==> config.mk <==
export PLATFORM = sky130hd
export DESIGN_NAME = sync_fifo_mc
export DESIGN_NICKNAME = d
export VERILOG_FILES = /design/src/rtl/sync_fifo_mc_pkg.sv /design/src/rtl/sync_fifo_mc_ch_ctrl.sv /design/src/rtl/sync_fifo_mc.sv
export SDC_FILE = /design/constraint.sdc
export NUM_CORES = 2
export LEC_CHECK = 0
export ABC_CLOCK_PERIOD_IN_PS = 7250
export CAP_MARGIN = 20
export CORE_AREA = 5 5 366 368
export DETAILED_ROUTE_END_ITERATION = 10
export DIE_AREA = 0 0 371 373
export PLACE_DENSITY = 0.82
export REMOVE_ABC_BUFFERS = 1
export SLEW_MARGIN = 20
export SYNTH_ARGS = -nofsm -noshare
export SYNTH_HDL_FRONTEND = slang
export SYNTH_SLANG_ARGS = --single-unit
==> constraint.sdc <==
create_clock -name clk -period 7.25 [get_ports clk]
set_input_delay 2.175 -clock clk [delete_from_list [all_inputs] [get_ports clk]]
set_output_delay 2.175 -clock clk [all_outputs]
set_load 0.05 [all_outputs]
==> src/rtl/sync_fifo_mc_pkg.sv <==
// Shared helpers for the multi-channel synchronous FIFO: derived-width
// functions used as parameter defaults and the per-channel state layout.
package sync_fifo_mc_pkg;

    // Channel-select width; a single channel still gets a 1-bit select.
    function automatic int calc_ch_w(input int num_ch);
        return (num_ch > 1) ? $clog2(num_ch) : 1;
    endfunction

    // Occupancy width wide enough to hold the value DEPTH itself.
    function automatic int calc_cnt_w(input int depth);
        return $clog2(depth + 1);
    endfunction

    localparam int DEF_DEPTH  = 16;
    localparam int DEF_ADDR_W = 4;
    localparam int DEF_CNT_W  = 5;

    // Per-channel bookkeeping for the default geometry.
    typedef struct packed {
        logic [DEF_ADDR_W-1:0] wr_ptr;
        logic [DEF_ADDR_W-1:0] rd_ptr;
        logic [DEF_CNT_W-1:0]  count;
    } ch_state_t;

endpackage

==> src/rtl/sync_fifo_mc_ch_ctrl.sv <==
// Per-channel controller: owns write/read pointers and occupancy for one
// queue and derives its four status flags from the registered count.
module sync_fifo_mc_ch_ctrl
    import sync_fifo_mc_pkg::*;
#(
    parameter int DEPTH      = 16,
    parameter int ADDR_WIDTH = $clog2(DEPTH),
    parameter int CNT_W      = calc_cnt_w(DEPTH)
) (
    input  logic                  clk,
    input  logic                  rst,
    input  logic                  wr_acc,
    input  logic                  rd_acc,
    output logic [ADDR_WIDTH-1:0] wr_ptr,
    output logic [ADDR_WIDTH-1:0] rd_ptr,
    output logic [CNT_W-1:0]      count,
    output logic                  full,
    output logic                  empty,
    output logic                  half_full,
    output logic                  half_empty
);

    localparam logic [CNT_W-1:0] CNT_FULL = CNT_W'(DEPTH);
    localparam logic [CNT_W-1:0] CNT_HALF = CNT_W'(DEPTH / 2);

    logic [ADDR_WIDTH-1:0] wr_ptr_d, wr_ptr_q;
    logic [ADDR_WIDTH-1:0] rd_ptr_d, rd_ptr_q;
    logic [CNT_W-1:0]      count_d,  count_q;

    // Next-state: pointers advance on accept (natural wrap), count tracks net change.
    always_comb begin
        wr_ptr_d = wr_ptr_q;
        rd_ptr_d = rd_ptr_q;
        count_d  = count_q;
        if (wr_acc) begin
            wr_ptr_d = wr_ptr_q + ADDR_WIDTH'(1);
        end else begin
            wr_ptr_d = wr_ptr_q;
        end
        if (rd_acc) begin
            rd_ptr_d = rd_ptr_q + ADDR_WIDTH'(1);
        end else begin
            rd_ptr_d = rd_ptr_q;
        end
        case ({wr_acc, rd_acc})
            2'b10:   count_d = count_q + CNT_W'(1);
            2'b01:   count_d = count_q - CNT_W'(1);
            default: count_d = count_q;
        endcase
    end

    // State register with synchronous reset.
    always_ff @(posedge clk) begin
        if (rst) begin
            wr_ptr_q <= {ADDR_WIDTH{1'b0}};
            rd_ptr_q <= {ADDR_WIDTH{1'b0}};
            count_q  <= {CNT_W{1'b0}};
        end else begin
            wr_ptr_q <= wr_ptr_d;
            rd_ptr_q <= rd_ptr_d;
            count_q  <= count_d;
        end
    end

    assign wr_ptr     = wr_ptr_q;
    assign rd_ptr     = rd_ptr_q;
    assign count      = count_q;
    assign full       = (count_q == CNT_FULL);
    assign empty      = (count_q == {CNT_W{1'b0}});
    assign half_full  = (count_q >= CNT_HALF);
    assign half_empty = (count_q <= CNT_HALF);

endmodule

==> src/rtl/sync_fifo_mc.sv <==
// Multi-channel single-clock FIFO: NUM_CH queues statically partitioned in
// one storage array addressed {channel, pointer}, one write and one read port.
module sync_fifo_mc
    import sync_fifo_mc_pkg::*;
#(
    parameter int DATA_WIDTH = 32,
    parameter int DEPTH      = 16,
    parameter int ADDR_WIDTH = $clog2(DEPTH),
    parameter int NUM_CH     = 4,
    parameter int CH_W       = calc_ch_w(NUM_CH),
    parameter int CNT_W      = calc_cnt_w(DEPTH)
) (
    input  logic                    clk,
    input  logic                    rst,
    input  logic                    wr_en,
    input  logic [CH_W-1:0]         wr_ch,
    input  logic [DATA_WIDTH-1:0]   wr_data,
    input  logic                    rd_en,
    input  logic [CH_W-1:0]         rd_ch,
    output logic [DATA_WIDTH-1:0]   rd_data,
    output logic                    rd_valid,
    output logic [NUM_CH-1:0]       full,
    output logic [NUM_CH-1:0]       empty,
    output logic [NUM_CH-1:0]       half_full,
    output logic [NUM_CH-1:0]       half_empty,
    output logic [NUM_CH*CNT_W-1:0] count,
    output logic                    overflow,
    output logic                    underflow
);

    localparam int MEM_AW    = CH_W + ADDR_WIDTH;
    localparam int MEM_WORDS = NUM_CH * DEPTH;

    logic [NUM_CH-1:0]     wr_acc_s;
    logic [NUM_CH-1:0]     rd_acc_s;
    logic [ADDR_WIDTH-1:0] wr_ptr_s [NUM_CH];
    logic [ADDR_WIDTH-1:0] rd_ptr_s [NUM_CH];
    logic [CNT_W-1:0]      cnt_s    [NUM_CH];
    logic                  wr_ok_s;
    logic                  rd_ok_s;
    logic [MEM_AW-1:0]     wr_addr_s;
    logic [MEM_AW-1:0]     rd_addr_s;

    logic [DATA_WIDTH-1:0] mem_q [MEM_WORDS];

    logic [DATA_WIDTH-1:0] rd_data_d,   rd_data_q;
    logic                  rd_valid_d,  rd_valid_q;
    logic                  overflow_d,  overflow_q;
    logic                  underflow_d, underflow_q;

    // Request decode: a channel accepts only when selected, in range and not blocked.
    always_comb begin
        wr_acc_s  = {NUM_CH{1'b0}};
        rd_acc_s  = {NUM_CH{1'b0}};
        wr_addr_s = {MEM_AW{1'b0}};
        rd_addr_s = {MEM_AW{1'b0}};
        for (int c = 0; c < NUM_CH; c++) begin
            if (wr_en && (wr_ch == CH_W'(c)) && !full[c]) begin
                wr_acc_s[c] = 1'b1;
                wr_addr_s   = {CH_W'(c), wr_ptr_s[c]};
            end else begin
                wr_acc_s[c] = 1'b0;
            end
            if (rd_en && (rd_ch == CH_W'(c)) && !empty[c]) begin
                rd_acc_s[c] = 1'b1;
                rd_addr_s   = {CH_W'(c), rd_ptr_s[c]};
            end else begin
                rd_acc_s[c] = 1'b0;
            end
        end
        wr_ok_s = |wr_acc_s;
        rd_ok_s = |rd_acc_s;
    end

    genvar g;
    generate
        for (g = 0; g < NUM_CH; g++) begin : g_ch
            sync_fifo_mc_ch_ctrl #(
                .DEPTH      (DEPTH),
                .ADDR_WIDTH (ADDR_WIDTH),
                .CNT_W      (CNT_W)
            ) u_ch_ctrl (
                .clk        (clk),
                .rst        (rst),
                .wr_acc     (wr_acc_s[g]),
                .rd_acc     (rd_acc_s[g]),
                .wr_ptr     (wr_ptr_s[g]),
                .rd_ptr     (rd_ptr_s[g]),
                .count      (cnt_s[g]),
                .full       (full[g]),
                .empty      (empty[g]),
                .half_full  (half_full[g]),
                .half_empty (half_empty[g])
            );
            assign count[g*CNT_W +: CNT_W] = cnt_s[g];
        end
    endgenerate

    // Storage write; contents survive reset, pointers make stale words unreachable.
    always_ff @(posedge clk) begin
        if (!rst && wr_ok_s) begin
            mem_q[wr_addr_s] <= wr_data;
        end
    end

    // Read-side and error-pulse next state; rd_data holds when nothing is read.
    always_comb begin
        rd_data_d   = rd_data_q;
        rd_valid_d  = rd_ok_s;
        overflow_d  = wr_en && !wr_ok_s;
        underflow_d = rd_en && !rd_ok_s;
        if (rd_ok_s) begin
            rd_data_d = mem_q[rd_addr_s];
        end else begin
            rd_data_d = rd_data_q;
        end
    end

    // Output registers; reset wins over any request in the same cycle.
    always_ff @(posedge clk) begin
        if (rst) begin
            rd_data_q   <= {DATA_WIDTH{1'b0}};
            rd_valid_q  <= 1'b0;
            overflow_q  <= 1'b0;
            underflow_q <= 1'b0;
        end else begin
            rd_data_q   <= rd_data_d;
            rd_valid_q  <= rd_valid_d;
            overflow_q  <= overflow_d;
            underflow_q <= underflow_d;
        end
    end

    assign rd_data   = rd_data_q;
    assign rd_valid  = rd_valid_q;
    assign overflow  = overflow_q;
    assign underflow = underflow_q;

endmodule

# Yosys cells after proc, flatten, opt, wreduce, memory -nomap -nowiden
# Memory sizes are Yosys's and may differ from the RTL's. A register that Yosys moved wholly into a read port is not among the register bits.
# Index checks and enable logic that the tools add are counted.
[word_totals]
regBits = 55
ram_bits = 2048
inputBits = 40
output_inout_bits = 71
elab_cells = 122
n_memories = 1
[memory_table]
columns = ["name", "depth", "width", "read_ports", "rd_clocked_by_memory_dff", "wr", "line_no", "rtl"]
rows = [
  ["mem_q", 64, 32, 1, 1, 1, "sync_fifo_mc.sv:44", "logic [DATA_WIDTH-1:0] mem_q [MEM_WORDS];"],
]
[op_classes]
add_sub_neg = 16
n_lt_le_gt_ge = 8
eq_ne = 18
muxes = 22
reduce_logical = 42
[ops]
columns = ["operator", "n"]
rows = [
  ["$pmux 5 s2", 4],
  ["$mux 6", 6],
  ["$add 4x1->4 const B", 8],
  ["$add 5x1->5 const B", 4],
  ["$eq 5x5->1 const B", 4],
  ["$ge 5x4->1 const B", 4],
  ["$le 5x4->1 const B", 4],
  ["$logic_not 5->1", 4],
  ["$sub 5x1->5 const B", 4],
  ["$logic_and 1x1->1", 19],
  ["$eq 2x2->1 const B", 8],
  ["$eq 2x1->1 const B", 6],
  ["$logic_not 1->1", 11],
  ["$mux 1", 10],
  ["$mux 4", 2],
  ["$reduce_bool 2->1", 4],
  ["$reduce_or 4->1", 2],
  ["$logic_not 2->1", 2],
]

# Depth between registers and ports, before layout
[depth]
depth_word = 8
depth_mapped = 18
ltp_nobuf = 13

# Cells and area by module
# From an unflattened synthesis, not the netlist that was laid out.
[hier_totals]
hier_cells = 6184
hier_area_um2 = 85253.0
[by_module_without_submodules]
columns = ["module", "instances", "cells_per_inst", "area_each_um2", "seq_area_each_um2"]
rows = [
  ["sync_fifo_mc", 1, 5853, 82237.6, 62199.7],
  ["sync_fifo_mc_ch_ctrl (g_ch[0].u_ch_ctrl ...)", 3, 85, 770.7, 260.2],
  ["sync_fifo_mc_ch_ctrl (g_ch[3].u_ch_ctrl)", 1, 76, 703.2, 260.2],
]

# Least setup slack after synthesis
# No wires, ideal clock.
[synth_path]
path_type = "input -> register"
startpoint = "in wr_ch[0]"
endpoint = "mem mem_q[7][0] (enable)"
setup_time_ns = 0.421
arrival_ns = 5.216
required_time_ns = 6.829
path_slack_ns = 1.612
cell_stages = 7
path_buffers = 1
path_cell_list = "nand2b_1 > nor3_1 > a21oi_1 > nor4_1 > nand2_1 > clkbuf_1 > nor2_1"
[synth_via]
elab_chain_len = 8
word_cells_on_any_way = 24
classes_between = "eq/ne: 3; mux: 10; reduce/logical: 11"
[synth_lines]
columns = ["item", "line_no", "rtl"]
rows = [
  ["start: declaration", "sync_fifo_mc.sv:16", "input logic [CH_W-1:0] wr_ch,"],
  ["$eq 2x1->1 (tied with other cells)", "sync_fifo_mc.sv:58", "if (wr_en && (wr_ch == CH_W'(c)) && !full[c]) begin"],
  ["$logic_and 1x1->1 (2 in a row)", "sync_fifo_mc.sv:58", ""],
  ["$mux 1", "sync_fifo_mc.sv:58", ""],
  ["$reduce_or 4->1", "sync_fifo_mc.sv:71", "wr_ok_s = |wr_acc_s;"],
  ["$logic_and 1x1->1", "sync_fifo_mc.sv:101", "if (!rst && wr_ok_s) begin"],
  ["$mux 1", "sync_fifo_mc.sv:101", ""],
  ["$mux 1 (implied by the code)", "sync_fifo_mc.sv:102", "mem_q[wr_addr_s] <= wr_data;"],
  ["end: declaration", "sync_fifo_mc.sv:44", ""],
]
# Several ways; a longest one is shown, not always the timed one.

# Worst setup path in the final report
[layout_path]
startpoint = "in rd_ch[1]"
endpoint = "reg rd_data_q[31] (netlist: rd_data[31]), read port of mem_q"
[layout_via]
elab_chain_len = 7
word_cells_on_any_way = 21
classes_between = "eq/ne: 3; mux: 8; reduce/logical: 10"
[layout_lines]
columns = ["item", "line_no", "rtl"]
rows = [
  ["start: declaration", "sync_fifo_mc.sv:19", "input logic [CH_W-1:0] rd_ch,"],
  ["$logic_not 2->1", "sync_fifo_mc.sv:64", "if (rd_en && (rd_ch == CH_W'(c)) && !empty[c]) begin"],
  ["$logic_and 1x1->1 (2 in a row)", "sync_fifo_mc.sv:64", ""],
  ["$mux 4", "sync_fifo_mc.sv:64", ""],
  ["$mux 6 (3 in a row)", "sync_fifo_mc.sv:64", ""],
  ["end: declaration", "sync_fifo_mc.sv:46", "logic [DATA_WIDTH-1:0] rd_data_d, rd_data_q;"],
]
# Several ways; a longest one is shown, not always the timed one.
# A chain may end at the register's enable or synchronous reset.

==> flow_summary.toml <==
[outcome]
outcome = "finished, final reports clean"

[clock_tree]
cts_resized = 0
path_clk_slew_ns = 0.06
insertion_delay_ns = 0.85
cts_max_level = 4
clockRootBuffer = "clkbuf_16"
cts_tree = "done"
post-cts-setup-buffers = 0
cts_made_buffers = 196
clockBufferDepth = 3
cts.sinks = 2135
postCtsHoldBufs = 0

[pwr]
powerDensity_mw_per_mm2 = 263.1
vdd_drop_max_mv = 0.2878
p_total_mw = 24.84
pwr-share-seq_pct = 54.6
p_sw_mw = 5.217
p_clk_share_pct = 41.3
swShare_pct = 21.00
p_int_mw = 19.62
pwr-share-comb_pct = 4.0
p_leak_nw = 32.26

[global_routing]
grt_remaining_overflow = 0
grt_pass1_wl_um = 342600
grt_max_degree = 143
antenna_found_initial = 12
grt_use_total_pct = 33.78
first_global_vias = 52650

[timing]
setup_viol = 0
finalCritPeriodShare_pct = 84.77
fin_ws_ns = 1.104
slew_headroom_pct = 22.35
rsz0062_at_grt = "no"
post-route-min-period_ns = 6.146
finalHoldViolCount = 0
maxSlewViolCount = 0
fin_skew_ns = 0.03483
max_freq_ghz = 0.1627
fin_tns_setup_ns = 0
tightest_slew_ns = 1.160

[final_layout]
nets = 5917
fin_util_pct = 72.37
fillers = 7419
layout-drive-gt1-share_pct = 12.63
instances_no_fill = 7779
syn2layout_area_growth_pct = 12.52

[detailed_routing]
route.detailed.wl_per_inst_um = 30.27
via_count = 53930
first_pass_iters = 7
antenna_left = 0
drc = 0
drtIter0Drc = 8870
viasPerCell = 6.932
postRouteWirelength_um = 235400

[die]
rows = 133
io_pins = 111
start_util_pct = 64.31
core_mm2 = 0.1305
chipHeight_um = 373
die_area_mm2 = 0.1384
die_w_um = 371

[worst_setup_path]
cp-end-kind = "flop"
path_common_cell = "a2111o_1"
critPathArrivalTime_ns = 6.86
cp-start-kind = "input port"
cp_num_buf_inv = 2
path_cells = "clkdlybuf4s50_1 > nand2b_1 > a211oi_2 > a2111o_1 > nand2_4 > nand2_2 > buf_4 > a21oi_1 > a2111o_1 > a221oi_1 > a22oi_1 > a22o_1"
path_max_fanout = 27
cp_top_family = "compound AO/OA/AOI/OAI gates"
max_stage_delay_ns = 0.71
critPathSlowestCell = "nand2_2"
cp.depth = 12
path_class = "input port to flop"
reg2reg_depth = 12
required_ns = 7.96

[synth]
yosys_warnings = 0
syn_avg_cell_area_um2 = 14.84
postSynth.asyncResetShare_pct = 0
synth_flop_cell = "edfxtp_1"
ys_types = 74
syn_area_mm2 = 0.08391
synth_edf_count = 2048
ys_seq_area_share_pct = 75.37
synth_cells = 5656
synth-seq-cells = 2135

[place]
placed_cells = 7405
portBuffers = 110
hpwlAfterDp_um = 137300
pre_cts_ws_ns = 0.4188
place.gp.congestion = 0.8786

[min_path]
hold_class = "flop to flop"
min_path_cells = 2

[flow_run]
maxCapViolCount = 0
==> layout make-up <==
class	count	area (um^2)	share of cell area, %
Sequential cell	2135	63240	66.98
Multi-Input combinational cell	3137	19300	20.44
Clock buffer	271	5449	5.771
Timing Repair Buffer	354	3206	3.395
Tap cell	1755	2196	2.326
Clock inverter	95	912.1	0.9661
Inverter	25	93.84	0.09939
Antenna cell	7	17.52	0.01855
==> metrics by stage <==
| step | hold WS [ns] | area, um^2 |
|---|---|---|
| 2_1_floorplan | 0.4467 | 82010 |
| 3_3_place_gp | 0.4619 | 87870 |
| 3_5_place_dp | 0.4871 | 87940 |
| 4_1_cts | 0.4960 | 94300 |
| 5_1_grt | 0.5250 | 94400 |
| 6_report | 0.4927 | 94420 |
==> per-layer routing <==
layer | GRT usage [%] | part of all wire [%]
met1 | 45.28 | 33
met2 | 51.25 | 46
met4 | 20.28 | 7.2
met5 | 0 | 0.032
met3 | 7.772 | 14
==> worst register-to-register path: stages (launching register included) <==
cell      delay [ns]
dfxtp_1         0.39
nor4_1          0.73
a211oi_1        0.22
a2111o_4        0.55
nand2_8         0.36
buf_12          0.28
buf_12          0.25
mux2i_1         0.24
o22ai_1         0.11
or4_1           0.58
nor4_1          0.70
a211oi_1        0.16
a32o_1          0.32
==> synthesized netlist by cell type, types with 14 or more instances <==
master,count,area share (%)
a32oi_1,54,0.56
a2111oi_0,45,0.47
buf_6,18,0.24
dfxtp_1,87,2.1
and3_1,93,0.69
edfxtp_1,2048,73
o21ai_0,79,0.47
a221oi_1,17,0.18
buf_2,101,0.60
nand3_1,262,1.6
a31oi_1,78,0.58
buf_4,48,0.43
a21oi_1,279,1.7
a311oi_1,73,0.76
o22ai_1,56,0.42
inv_1,22,0.098
o2111ai_1,18,0.19
or3_1,17,0.13
xnor2_1,16,0.17
a22o_1,14,0.15
nor2_1,165,0.74
ha_1,24,0.36
nand4_1,14,0.10
a22oi_1,30,0.27
nor3_1,22,0.13
a211oi_1,76,0.68
mux4_2,90,2.4
clkbuf_1,153,0.68
buf_1,31,0.14
nor4_1,30,0.22
nand2_1,1267,5.7
mux2i_1,196,2.3
xor2_1,21,0.22
==> placed cells by master (no fill, tap or decap), types with 12 or more instances in the layout <==
master,instances
inv_1,22
nand4_1,14
nand2_1,1263
mux2i_1,196
nand3_1,261
and3_1,93
clkbuf_8,22
xor2_1,21
clkbuf_1,51
dfxtp_1,87
a21oi_1,277
a211oi_1,76
nor4_1,30
nor2_4,67
edfxtp_1,2048
clkbuf_16,198
a31oi_1,78
a32oi_1,54
a22o_1,14
clkinv_1,32
clkinv_2,35
xnor2_1,16
buf_2,12
a22oi_1,30
buf_4,236
a311oi_1,73
o2111ai_1,18
nor2_1,90
bufinv_16,16
a2111oi_0,45
buf_12,26
ha_1,24
mux4_2,90
clkdlybuf4s50_1,77
nor3_1,17
o22ai_1,56
o21ai_0,79
a221oi_1,17
or3_1,17
==> sequential cells by signal (all words and copies together) (netlist names) <==
name and count:
mem_q 2048, g_ch.u_ch_ctrl.rd_ptr 16, rd_data 32, g_ch.u_ch_ctrl.count 20
rd_valid 1, underflow 1, overflow 1, g_ch.u_ch_ctrl.wr_ptr 16
==> power groups by stage <==
stage | clock [mW] | combinational (mW) | sequential, mW
3_3_place_gp | 0 | 0.932 | 13.8
3_5_place_dp | 0 | 0.968 | 13.8
6_report | 10.3 | 1.00 | 13.6
4_1_cts | 10.3 | 0.977 | 13.6
5_1_grt | 10.8 | 1.04 | 13.6
2_1_floorplan | 0 | 0.546 | 13.9
==> path summary, 6_finish.rpt <==
path                               startpoint                          end  slack (ns)
hold / removal    g_ch[1].u_ch_ctrl.wr_ptr[3]  g_ch[1].u_ch_ctrl.wr_ptr[3]        0.49
setup reg to reg   g_ch[1].u_ch_ctrl.count[0]                   rd_data[7]        2.28
setup / recovery                     rd_ch[1]                  rd_data[31]        1.10
hold reg to reg   g_ch[1].u_ch_ctrl.wr_ptr[3]  g_ch[1].u_ch_ctrl.wr_ptr[3]        0.49
==> cell families (layout without fill, tap and decap cells) <==
logic type	Yosys count	count (layout)	share of synthesized area, %
AO/OA/AOI/OAI	886	886	7.143
XOR/XNOR	37	37	0.3862
adder cells (fa/ha/maj)	28	28	0.4533
buffers and inverters	384	745	2.369
flip-flops	2135	2135	75.37
multiplexers	286	286	4.754
other	0	7	0
AND/OR/NAND/NOR	1900	1900	9.526
Note: power is estimated with default switching activity, not from simulation.
